$ cat src/rtl/minione_core.sv
// minione_core: accumulator datapath with register file, program counter, carry/zero flags,
// shift-add multiply, HALT and a sticky illegal-opcode flag. One instruction per handshake.
module minione_core #(
  parameter int unsigned DATA_W = 8,
  parameter int unsigned NREG   = 16,
  parameter int unsigned PC_W   = 16,
  localparam int unsigned RA_W  = $clog2(NREG)
) (
  input  logic              clk,
  input  logic              rst_n,
  input  logic              instr_valid,
  output logic              instr_ready,
  input  logic [7:0]        sel,
  input  logic [DATA_W-1:0] op1,
  input  logic [DATA_W-1:0] op2,
  output logic [DATA_W-1:0] acc,
  output logic [PC_W-1:0]   pc,
  output logic              flag_c,
  output logic              flag_z,
  output logic              halted,
  output logic              illegal,
  input  logic [RA_W-1:0]   rd_addr,
  output logic [DATA_W-1:0] rd_data
);

  localparam int unsigned CNT_W = $clog2(DATA_W) + 1;
  localparam logic [CNT_W-1:0] CntLast = CNT_W'(DATA_W - 1);

  localparam logic [7:0] OpLdi  = 8'd0;
  localparam logic [7:0] OpAdd  = 8'd1;
  localparam logic [7:0] OpSub  = 8'd2;
  localparam logic [7:0] OpAnd  = 8'd3;
  localparam logic [7:0] OpOr   = 8'd4;
  localparam logic [7:0] OpXor  = 8'd5;
  localparam logic [7:0] OpStr  = 8'd6;
  localparam logic [7:0] OpLdr  = 8'd7;
  localparam logic [7:0] OpAddr = 8'd8;
  localparam logic [7:0] OpSklt = 8'd9;
  localparam logic [7:0] OpMul  = 8'd10;
  localparam logic [7:0] OpJmp  = 8'd11;
  localparam logic [7:0] OpHalt = 8'd12;

  typedef enum logic [1:0] {StRun, StMul, StHalt} state_e;

  state_e                r_state;
  logic [DATA_W-1:0]     r_acc;
  logic [PC_W-1:0]       r_pc;
  logic                  r_c;
  logic                  r_z;
  logic                  r_ill;
  logic [2*DATA_W-1:0]   r_mcand;
  logic [DATA_W-1:0]     r_mplier;
  logic [2*DATA_W-1:0]   r_prod;
  logic [CNT_W-1:0]      r_cnt;
  logic [DATA_W-1:0]     r_regs [NREG];

  state_e                w_state_nxt;
  logic [DATA_W-1:0]     w_acc_nxt;
  logic [PC_W-1:0]       w_pc_nxt;
  logic                  w_c_nxt;
  logic                  w_z_nxt;
  logic                  w_ill_nxt;
  logic [2*DATA_W-1:0]   w_mcand_nxt;
  logic [DATA_W-1:0]     w_mplier_nxt;
  logic [2*DATA_W-1:0]   w_prod_nxt;
  logic [CNT_W-1:0]      w_cnt_nxt;
  logic                  w_we;

  logic                  w_accept;
  logic [RA_W-1:0]       w_ri;
  logic [DATA_W-1:0]     w_rval;
  logic [DATA_W:0]       w_sum;
  logic [DATA_W:0]       w_diff;
  logic [DATA_W:0]       w_sum_r;
  logic [DATA_W-1:0]     w_logic;
  logic [2*DATA_W-1:0]   w_prod_add;

  assign w_accept = instr_valid && (r_state == StRun);
  assign w_ri     = op1[RA_W-1:0];
  assign w_rval   = r_regs[w_ri];
  assign w_sum    = {1'b0, op1} + {1'b0, op2};
  // Top bit of the extended difference is the borrow (op1 < op2).
  assign w_diff   = {1'b0, op1} - {1'b0, op2};
  assign w_sum_r  = {1'b0, r_acc} + {1'b0, w_rval};
  assign w_prod_add = r_prod + (r_mplier[0] ? r_mcand : '0);

  // Bitwise result for AND/OR/XOR; other opcodes ignore it.
  always_comb begin
    w_logic = '0;
    case (sel)
      OpAnd:   w_logic = op1 & op2;
      OpOr:    w_logic = op1 | op2;
      OpXor:   w_logic = op1 ^ op2;
      default: w_logic = '0;
    endcase
  end

  // Next-state logic: instruction decode in RUN, one shift-add step per cycle in MUL.
  always_comb begin
    w_state_nxt  = r_state;
    w_acc_nxt    = r_acc;
    w_pc_nxt     = r_pc;
    w_c_nxt      = r_c;
    w_z_nxt      = r_z;
    w_ill_nxt    = r_ill;
    w_mcand_nxt  = r_mcand;
    w_mplier_nxt = r_mplier;
    w_prod_nxt   = r_prod;
    w_cnt_nxt    = r_cnt;
    w_we         = 1'b0;
    unique case (r_state)
      StRun: begin
        if (w_accept) begin
          w_pc_nxt = r_pc + PC_W'(1);
          case (sel)
            OpLdi: begin
              w_acc_nxt = op1;
              w_z_nxt   = (op1 == '0);
            end
            OpAdd: begin
              {w_c_nxt, w_acc_nxt} = w_sum;
              w_z_nxt = (w_sum[DATA_W-1:0] == '0);
            end
            OpSub: begin
              {w_c_nxt, w_acc_nxt} = w_diff;
              w_z_nxt = (w_diff[DATA_W-1:0] == '0);
            end
            OpAnd, OpOr, OpXor: begin
              w_acc_nxt = w_logic;
              w_c_nxt   = 1'b0;
              w_z_nxt   = (w_logic == '0);
            end
            OpStr: w_we = 1'b1;
            OpLdr: begin
              w_acc_nxt = w_rval;
              w_z_nxt   = (w_rval == '0);
            end
            OpAddr: begin
              {w_c_nxt, w_acc_nxt} = w_sum_r;
              w_z_nxt = (w_sum_r[DATA_W-1:0] == '0);
            end
            OpSklt: begin
              if (r_acc < w_rval) w_pc_nxt = r_pc + PC_W'(2);
            end
            OpMul: begin
              w_state_nxt  = StMul;
              w_mcand_nxt  = {{DATA_W{1'b0}}, op1};
              w_mplier_nxt = op2;
              w_prod_nxt   = '0;
              w_cnt_nxt    = '0;
            end
            OpJmp:  w_pc_nxt = PC_W'(op2);
            OpHalt: w_state_nxt = StHalt;
            default: w_ill_nxt = 1'b1;
          endcase
        end
      end
      StMul: begin
        w_prod_nxt   = w_prod_add;
        w_mcand_nxt  = r_mcand << 1;
        w_mplier_nxt = r_mplier >> 1;
        w_cnt_nxt    = r_cnt + CNT_W'(1);
        if (r_cnt == CntLast) begin
          w_acc_nxt   = w_prod_add[DATA_W-1:0];
          w_c_nxt     = |w_prod_add[2*DATA_W-1:DATA_W];
          w_z_nxt     = (w_prod_add[DATA_W-1:0] == '0);
          w_state_nxt = StRun;
        end
      end
      StHalt: w_state_nxt = StHalt;
      default: w_state_nxt = StRun;
    endcase
  end

  // Architectural and multiplier state; synchronous reset aborts any multiply in flight.
  always_ff @(posedge clk) begin
    if (!rst_n) begin
      r_state  <= StRun;
      r_acc    <= '0;
      r_pc     <= '0;
      r_c      <= 1'b0;
      r_z      <= 1'b0;
      r_ill    <= 1'b0;
      r_mcand  <= '0;
      r_mplier <= '0;
      r_prod   <= '0;
      r_cnt    <= '0;
    end else begin
      r_state  <= w_state_nxt;
      r_acc    <= w_acc_nxt;
      r_pc     <= w_pc_nxt;
      r_c      <= w_c_nxt;
      r_z      <= w_z_nxt;
      r_ill    <= w_ill_nxt;
      r_mcand  <= w_mcand_nxt;
      r_mplier <= w_mplier_nxt;
      r_prod   <= w_prod_nxt;
      r_cnt    <= w_cnt_nxt;
    end
  end

  // Register file: cleared on reset, written by STR at its accept edge.
  always_ff @(posedge clk) begin
    if (!rst_n) begin
      for (int i = 0; i < NREG; i++) r_regs[i] <= '0;
    end else if (w_we) begin
      r_regs[w_ri] <= r_acc;
    end
  end

  assign instr_ready = (r_state == StRun);
  assign halted      = (r_state == StHalt);
  assign acc         = r_acc;
  assign pc          = r_pc;
  assign flag_c      = r_c;
  assign flag_z      = r_z;
  assign illegal     = r_ill;
  assign rd_data     = r_regs[rd_addr];

endmodule

$ cat config.mk
export PLATFORM = sky130hd
export DESIGN_NAME = minione_core
export DESIGN_NICKNAME = d
export VERILOG_FILES = /design/src/rtl/minione_core.sv
export SDC_FILE = /design/constraint.sdc
export NUM_CORES = 1
export LEC_CHECK = 0
export ABC_AREA = 1
export BUFFER_PORTS_ARGS = -buffer_cell sky130_fd_sc_hd__buf_2
export CORE_MARGIN = 2
export CORE_UTILIZATION = 63
export CTS_CLUSTER_DIAMETER = 100
export CTS_CLUSTER_SIZE = 12
export DETAILED_ROUTE_END_ITERATION = 12
export GPL_TIMING_DRIVEN = 0
export PLACE_DENSITY_LB_ADDON = 0.25
export SLEW_MARGIN = 40
export SYNTH_ARGS = -nofsm -noshare
export SYNTH_HDL_FRONTEND = slang
export SYNTH_SLANG_ARGS = --single-unit
export TNS_END_PERCENT = 50
$ cat constraint.sdc
create_clock -name clk -period 3.4 [get_ports clk]
set_clock_uncertainty 0.15 [all_clocks]
set_input_delay 0 -clock clk [delete_from_list [all_inputs] [get_ports clk]]
set_output_delay 0 -clock clk [all_outputs]
set_load 0.02 [all_outputs]
==> flow_summary.json, run 1 <==
{
  "syn_avg_cell_area_um2": 7.17,
  "num_rows": 54,
  "cp-start-kind": "register",
  "cp_slowest_cell": "dfxtp_1",
  "grt_pass1_wl_mm": 74.9,
  "io_pins": 68,
  "leakage_nw": 6.85,
  "critPathArrivalTime_ns": 3.56,
  "clock.fmax_mhz": 303,
  "netlist_area_um2": 13800,
  "crit_path_max_incr_delay_ns": 0.51,
  "hold_viol": 0,
  "drive_gt1_frac": 0.0833,
  "start_util": 0.637,
  "async_flop_share": 0,
  "run_status": "completed",
  "grt_pass1_vias": 13689,
  "fin_crit_sh": 0.971,
  "worst_setup_path_end_kind": "register",
  "synth.distinct_cells": 49,
  "core_area_um2": 21600,
  "clock_sinks": 201,
  "cp_num_buf_inv": 5,
  "tns_ns": 0,
  "grtUsageTotal": 0.413,
  "antenna_found_initial": 0,
  "setup_viol": 0,
  "clkTransAtPathRegs_ns": 0.07,
  "cts_tree": "built",
  "yosys.area.top_type": "edfxtp_1",
  "ys_ff_latch": 201,
  "dp.final_hpwl_mm": 35.7,
  "nets": 2123,
  "slew_violations": 0,
  "powerDensity_nw_per_um2": 373,
  "synth_top_cell_area_share": 0.279,
  "stdcell_area_um2": 15300,
  "ant_nets": 0,
  "vias_per_cell": 6.23,
  "crit_family": "buffers and inverters",
  "yosys_most_used_dff": "edfxtp_1",
  "max-slew-margin-rel": 0.381,
  "crit_type": "reg2reg",
  "synthCells": 1921,
  "tightest_slew_ns": 0.928,
  "syn-num-nets": 2014,
  "synth_area_leaders": "edfxtp_1 (28%), nand2_1 (15%), dfxtp_1 (11%), nor2_1 (6.3%), inv_1 (5.3%)",
  "routed_wirelength_mm": 49.4,
  "rr_startpoint": "acc[0]",
  "rsz0062_at_grt": "no",
  "vias": 14468,
  "die_y_um": 152,
  "n_antenna_cell": 0,
  "finalNonFillerCells": 2321,
  "ys_seq_area_frac": 0.385,
  "clk_latency_ns": 0.52,
  "final.min_clock_period_ns": 3.30,
  "synth-warning-count": 0,
  "grt.overflow.total": 0,
  "clockRootBuffer": "clkbuf_16",
  "drv_cap": 0,
  "synth_edf_count": 128,
  "ir_worst_vdd_v": 0.000379,
  "cts.path.max_buffers": 3,
  "mostFrequentLayoutCell": "nand2_1",
  "whs_ns": 0.0891,
  "cp_max_fo": 10,
  "final_cell_mix": "nand2_1 (563), nor2_1 (231), inv_1 (193)",
  "drtIter0Drc": 1803,
  "fill_cells": 1848,
  "htree_num_levels": 1,
  "path_cells": "clkinv_2, clkbuf_1, ha_1, inv_1, a21oi_1, o21ai_0, nand2_1, nand2_2, inv_2, o21ai_1, buf_4, o21ai_0, a211oi_1",
  "die_w_um": 152,
  "post_drt_wl_per_cell_um": 21.3,
  "gp_congestion": 1.03,
  "crit_top_cell": "o21ai_0",
  "numCtsBuffers": 20,
  "place_area_um2": 14400,
  "portBuffers": 62,
  "fp.dieArea_um2": 23100,
  "worstHoldPathType": "in2reg",
  "drt_pass1_iterations": 8,
  "grt_start_max_net_pins": 14,
  "place_inst": 2263,
  "area_delta_synth_final_pct": 10.9,
  "cp_data_required_time_ns": 3.66,
  "drc": 0,
  "hold_start": "sel[5]",
  "startpoint": "acc[0]"
}
==> Yosys cell counts (all sizes together) (24+ instances only) <==
cell type	n
nand2	573
nor2	244
inv	204
edfxtp	128
a21oi	113
o21ai	113
nand3	109
dfxtp	73
clkbuf	59
ha	58
o211ai	40
mux2i	32
buf	31
nand4	24
==> state kept, by name, indices dropped and copies added (netlist names) <==
register,count
r_cnt,4
flag_c,1
r_prod,16
acc,8
illegal,1
flag_z,1
r_regs,128
pc,16
r_mplier,8
r_state,2
r_mcand,16
==> path summary, 6_finish.rpt <==
path	end	slack [ns]	depth (start not counted)
hold / removal	pc[2]	0.09	8
setup / recovery	pc[11]	0.1	13
hold reg to reg	r_mcand[15]	0.32	2
setup reg to reg	pc[11]	0.1	13
==> power breakdown <==
group          internal [mW]  total (mW)  switching, mW  leakage, nW
clock                   1.10        2.04          0.948        0.270
sequential              2.66        2.72         0.0644         1.91
combinational          0.273       0.933          0.661         4.67
==> tightest hold or removal path: cells and delay by family <==
kind / cells / cell delay (ns)
AOI/OAI and AO/OA: 1 / 0.10
buffers and inverters: 2 / 0.11
and+or+nand+nor: 5 / 0.47
==> per-layer routing <==
layer	wire length, um	vias to the layer above	part of all wire	track usage
met5	0	-	0	0
met4	3520	0	0.071	0.252
met3	5640	253	0.11	0.0705
met2	22400	987	0.45	0.671
met1	17800	6657	0.36	0.517
li1	-	6571	-	-
==> cell type report <==
type | count | area, um2 | area share
multi-input cells | 1425 | 7300 | 0.478
flip-flops and latches | 201 | 5310 | 0.348
inverters | 205 | 773 | 0.0507
repair buffers | 87 | 556 | 0.0364
clock buffers | 31 | 542 | 0.0355
plain buffers | 90 | 422 | 0.0276
well taps | 280 | 350 | 0.0229
clock inverters | 2 | 21.3 | 0.00139
==> through the flow <==
step | setup slack (ns) | power (mW) | util
floorplan | 0.846 | 3.31 | -
global placement | -0.333 | 3.62 | 0.667
detailed placement | -0.420 | 3.63 | 0.667
CTS | 0.0453 | 5.63 | 0.704
global route | 0.00383 | 5.84 | 0.706
finish | 0.0999 | 5.70 | 0.706
==> kinds of logic after synthesis <==
group	after synthesis	synth area share
compound gates	324	0.135
xor+xnor	26	0.0165
fa+ha+maj	62	0.0585
buf+inv	295	0.0861
flops	201	0.385
mux	32	0.0233
simple gates	981	0.296
==> timing repair <==
item	4_1_cts	5_1_grt
pin swaps	0	1
hold buffers	23	0
setup endpoints to repair	5	38
resized for setup	1	9
endpoints found under the hold margin	33	0
setup buffers	0	2
Power figures use the tool's default switching activity.
==> inputs of run 2 (changes only) <==
CORE_UTILIZATION = 64   (was 63)
CTS_BUF_LIST = sky130_fd_sc_hd__clkbuf_8   (was default)
==> run 2 against run 1 <==
  * Setup slack gained 0.026 ns
  * Combinational power grew 2%
  * Critical path type is now in2reg
  * Critical path depth grew 9
  * Via count grew 1.5%
==> flow_summary.json, run 2 (synthesis gave the netlist of run 1 again) <==
{
  "nets": 2124,
  "worstHoldPathType": "in2reg",
  "post_drt_wl_per_cell_um": 21.3,
  "crit_type": "in2reg",
  "mostFrequentLayoutCell": "nand2_1",
  "htree_num_levels": 1,
  "tns_ns": 0,
  "antenna_found_initial": 0,
  "grt.busiest_layer": "met2",
  "clockRootBuffer": "clkbuf_8",
  "ir_worst_vdd_v": 0.000384,
  "grt_start_max_net_pins": 14,
  "clock_sinks": 201,
  "met3_usage": 0.115,
  "cts.path.max_buffers": 3,
  "hold_viol": 0,
  "fp.dieArea_um2": 22700,
  "rr_startpoint": "r_regs[1][5]",
  "largest_reg_flops": 128,
  "n_antenna_cell": 0,
  "numCtsBuffers": 20,
  "routed_wirelength_mm": 49.4,
  "sw_frac_of_total": 0.317,
  "num_rows": 53,
  "io_pins": 68,
  "dp.final_hpwl_mm": 36.4,
  "max-slew-margin-rel": 0.405,
  "critPathArrivalTime_ns": 3.56,
  "p_clk_frac": 0.281,
  "cp_data_required_time_ns": 3.68,
  "startpoint": "op1[0]",
  "area_delta_synth_final_pct": 9.21,
  "cts_tree": "built",
  "worst_setup_path_end_kind": "register",
  "cp-start-kind": "input port",
  "cp_max_fo": 10,
  "path_cells": "buf_2, buf_4, clkbuf_1, nand2_1, nand2_1, nand2_1, nand2_1, nand2_1, nand2_1, nor2_4, ha_1, a21oi_1, nor2_1, a211oi_1, nand2_2, buf_4, nand2_1, inv_1, nor2_1, nand2_1, o211ai_1, a21oi_1",
  "run_status": "completed",
  "ff2ff_setup_slack_ns": 0.16,
  "clkTransAtPathRegs_ns": 0.10,
  "core_area_um2": 21100,
  "die_w_um": 151,
  "clock.fmax_mhz": 305,
  "grtUsageTotal": 0.429,
  "final_cell_mix": "nand2_1 (563), nor2_1 (231), inv_1 (204)",
  "start_util": 0.653,
  "clk_latency_ns": 0.56,
  "grt_pass1_wl_mm": 74.1,
  "crit_top_cell": "nand2_1",
  "drtIter0Drc": 2270,
  "finalNonFillerCells": 2317,
  "gp_congestion": 1.04,
  "power_frac_comb": 0.186,
  "cp_num_buf_inv": 5,
  "crit_family": "simple AND/OR/NAND/NOR gates",
  "grt.overflow.total": 0,
  "cp-endpoint": "pc[5]",
  "largest-register": "r_regs",
  "met1_usage": 0.571,
  "final.min_clock_period_ns": 3.27,
  "seqPwrFrac": 0.533,
  "p_switching_mw": 1.62,
  "place_inst": 2258,
  "drv_cap": 0,
  "grt_util_met2": 0.669,
  "drt_pass1_iterations": 6,
  "drc": 0,
  "vias_per_cell": 6.34,
  "powerDensity_nw_per_um2": 339,
  "worst-path-stages": 22,
  "ant_nets": 0,
  "drive_gt1_frac": 0.0823,
  "grt_pass1_vias": 13602,
  "vias": 14688,
  "crit_path_max_incr_delay_ns": 0.62,
  "portBuffers": 62,
  "tightest_slew_ns": 0.893,
  "reg2reg_to": "pc[5]",
  "setup_viol": 0,
  "slew_violations": 0,
  "leakage_nw": 6.79,
  "rr_worst_depth": 19,
  "cp_slowest_cell": "clkbuf_1",
  "fin_crit_sh": 0.963,
  "p_int_mw": 3.48,
  "total_power_mw": 5.10,
  "whs_ns": 0.0466,
  "die_y_um": 151
}
[run 2: power groups by stage]
stage          clock [mW]  combinational [mW]  sequential [mW]
2_1_floorplan           0               0.549             2.76
3_3_place_gp            0               0.860             2.76
3_5_place_dp            0               0.871             2.77
4_1_cts              1.40               0.893             2.71
5_1_grt              1.49                1.01             2.72
6_report             1.43               0.949             2.72
[run 2: timing repair]
action | in CTS | in global routing
hold buffers | 23 | 0
setup endpoints to repair | 0 | 12
hold endpoints to repair | 40 | 0
resized for setup | 0 | 8
buffers inserted | 0 | 3
[run 2: metrics by stage]
step                      worst slack, ns  instance area (um2)  utilization
final                               0.126                15000        0.713
after global routing             -0.00806                15000        0.713
after CTS                          0.0150                15000        0.711
after detailed placement           -0.460                14400        0.685
after global placement             -0.382                14400        0.684
after floorplan                     0.846                13800            -
[run 2: final cells by class]
type	count	area, um2
tap	275	344
timing repair buffer	88	563
fill	1759	6050
sequential	201	5310
clock inverter	13	55.1
multi-input combinational	1425	7300
buffer	90	418
clock buffer	20	275
inverter	205	774
[run 2: worst min path at each step]
| stage | startpoint | to | slack (ns) | cells past startpoint |
|---|---|---|---|---|
| after CTS | sel[7] | pc[2] | 0.04 | 8 |
| after global routing | sel[4] | pc[2] | 0.13 | 8 |
| final | sel[5] | pc[2] | 0.05 | 8 |
| after detailed placement | op2[7] | r_mplier[7] | 0.19 | 3 |
| after global placement | op2[7] | r_mplier[7] | 0.18 | 3 |
| after floorplan | op2[7] | r_mplier[7] | -0.003 | 2 |
[run 2: worst reg2reg max path: stages (launching register included)]
cell,delay [ns]
edfxtp_1,0.40
nand2_1,0.08
nand2_1,0.08
nand2_1,0.06
nand2_1,0.11
nand2_1,0.10
nand2_1,0.17
nor2_4,0.18
ha_1,0.30
a21oi_1,0.17
nor2_1,0.05
a211oi_1,0.23
nand2_2,0.22
buf_4,0.20
nand2_1,0.09
inv_1,0.07
nor2_1,0.12
nand2_1,0.09
o211ai_1,0.17
a21oi_1,0.09
[run 2: metal layers]
metal,vias up,wire length [um]
met5,-,0
li1,6565,-
met2,1206,21500
met4,0,2450
met1,6694,17900
met3,223,7460
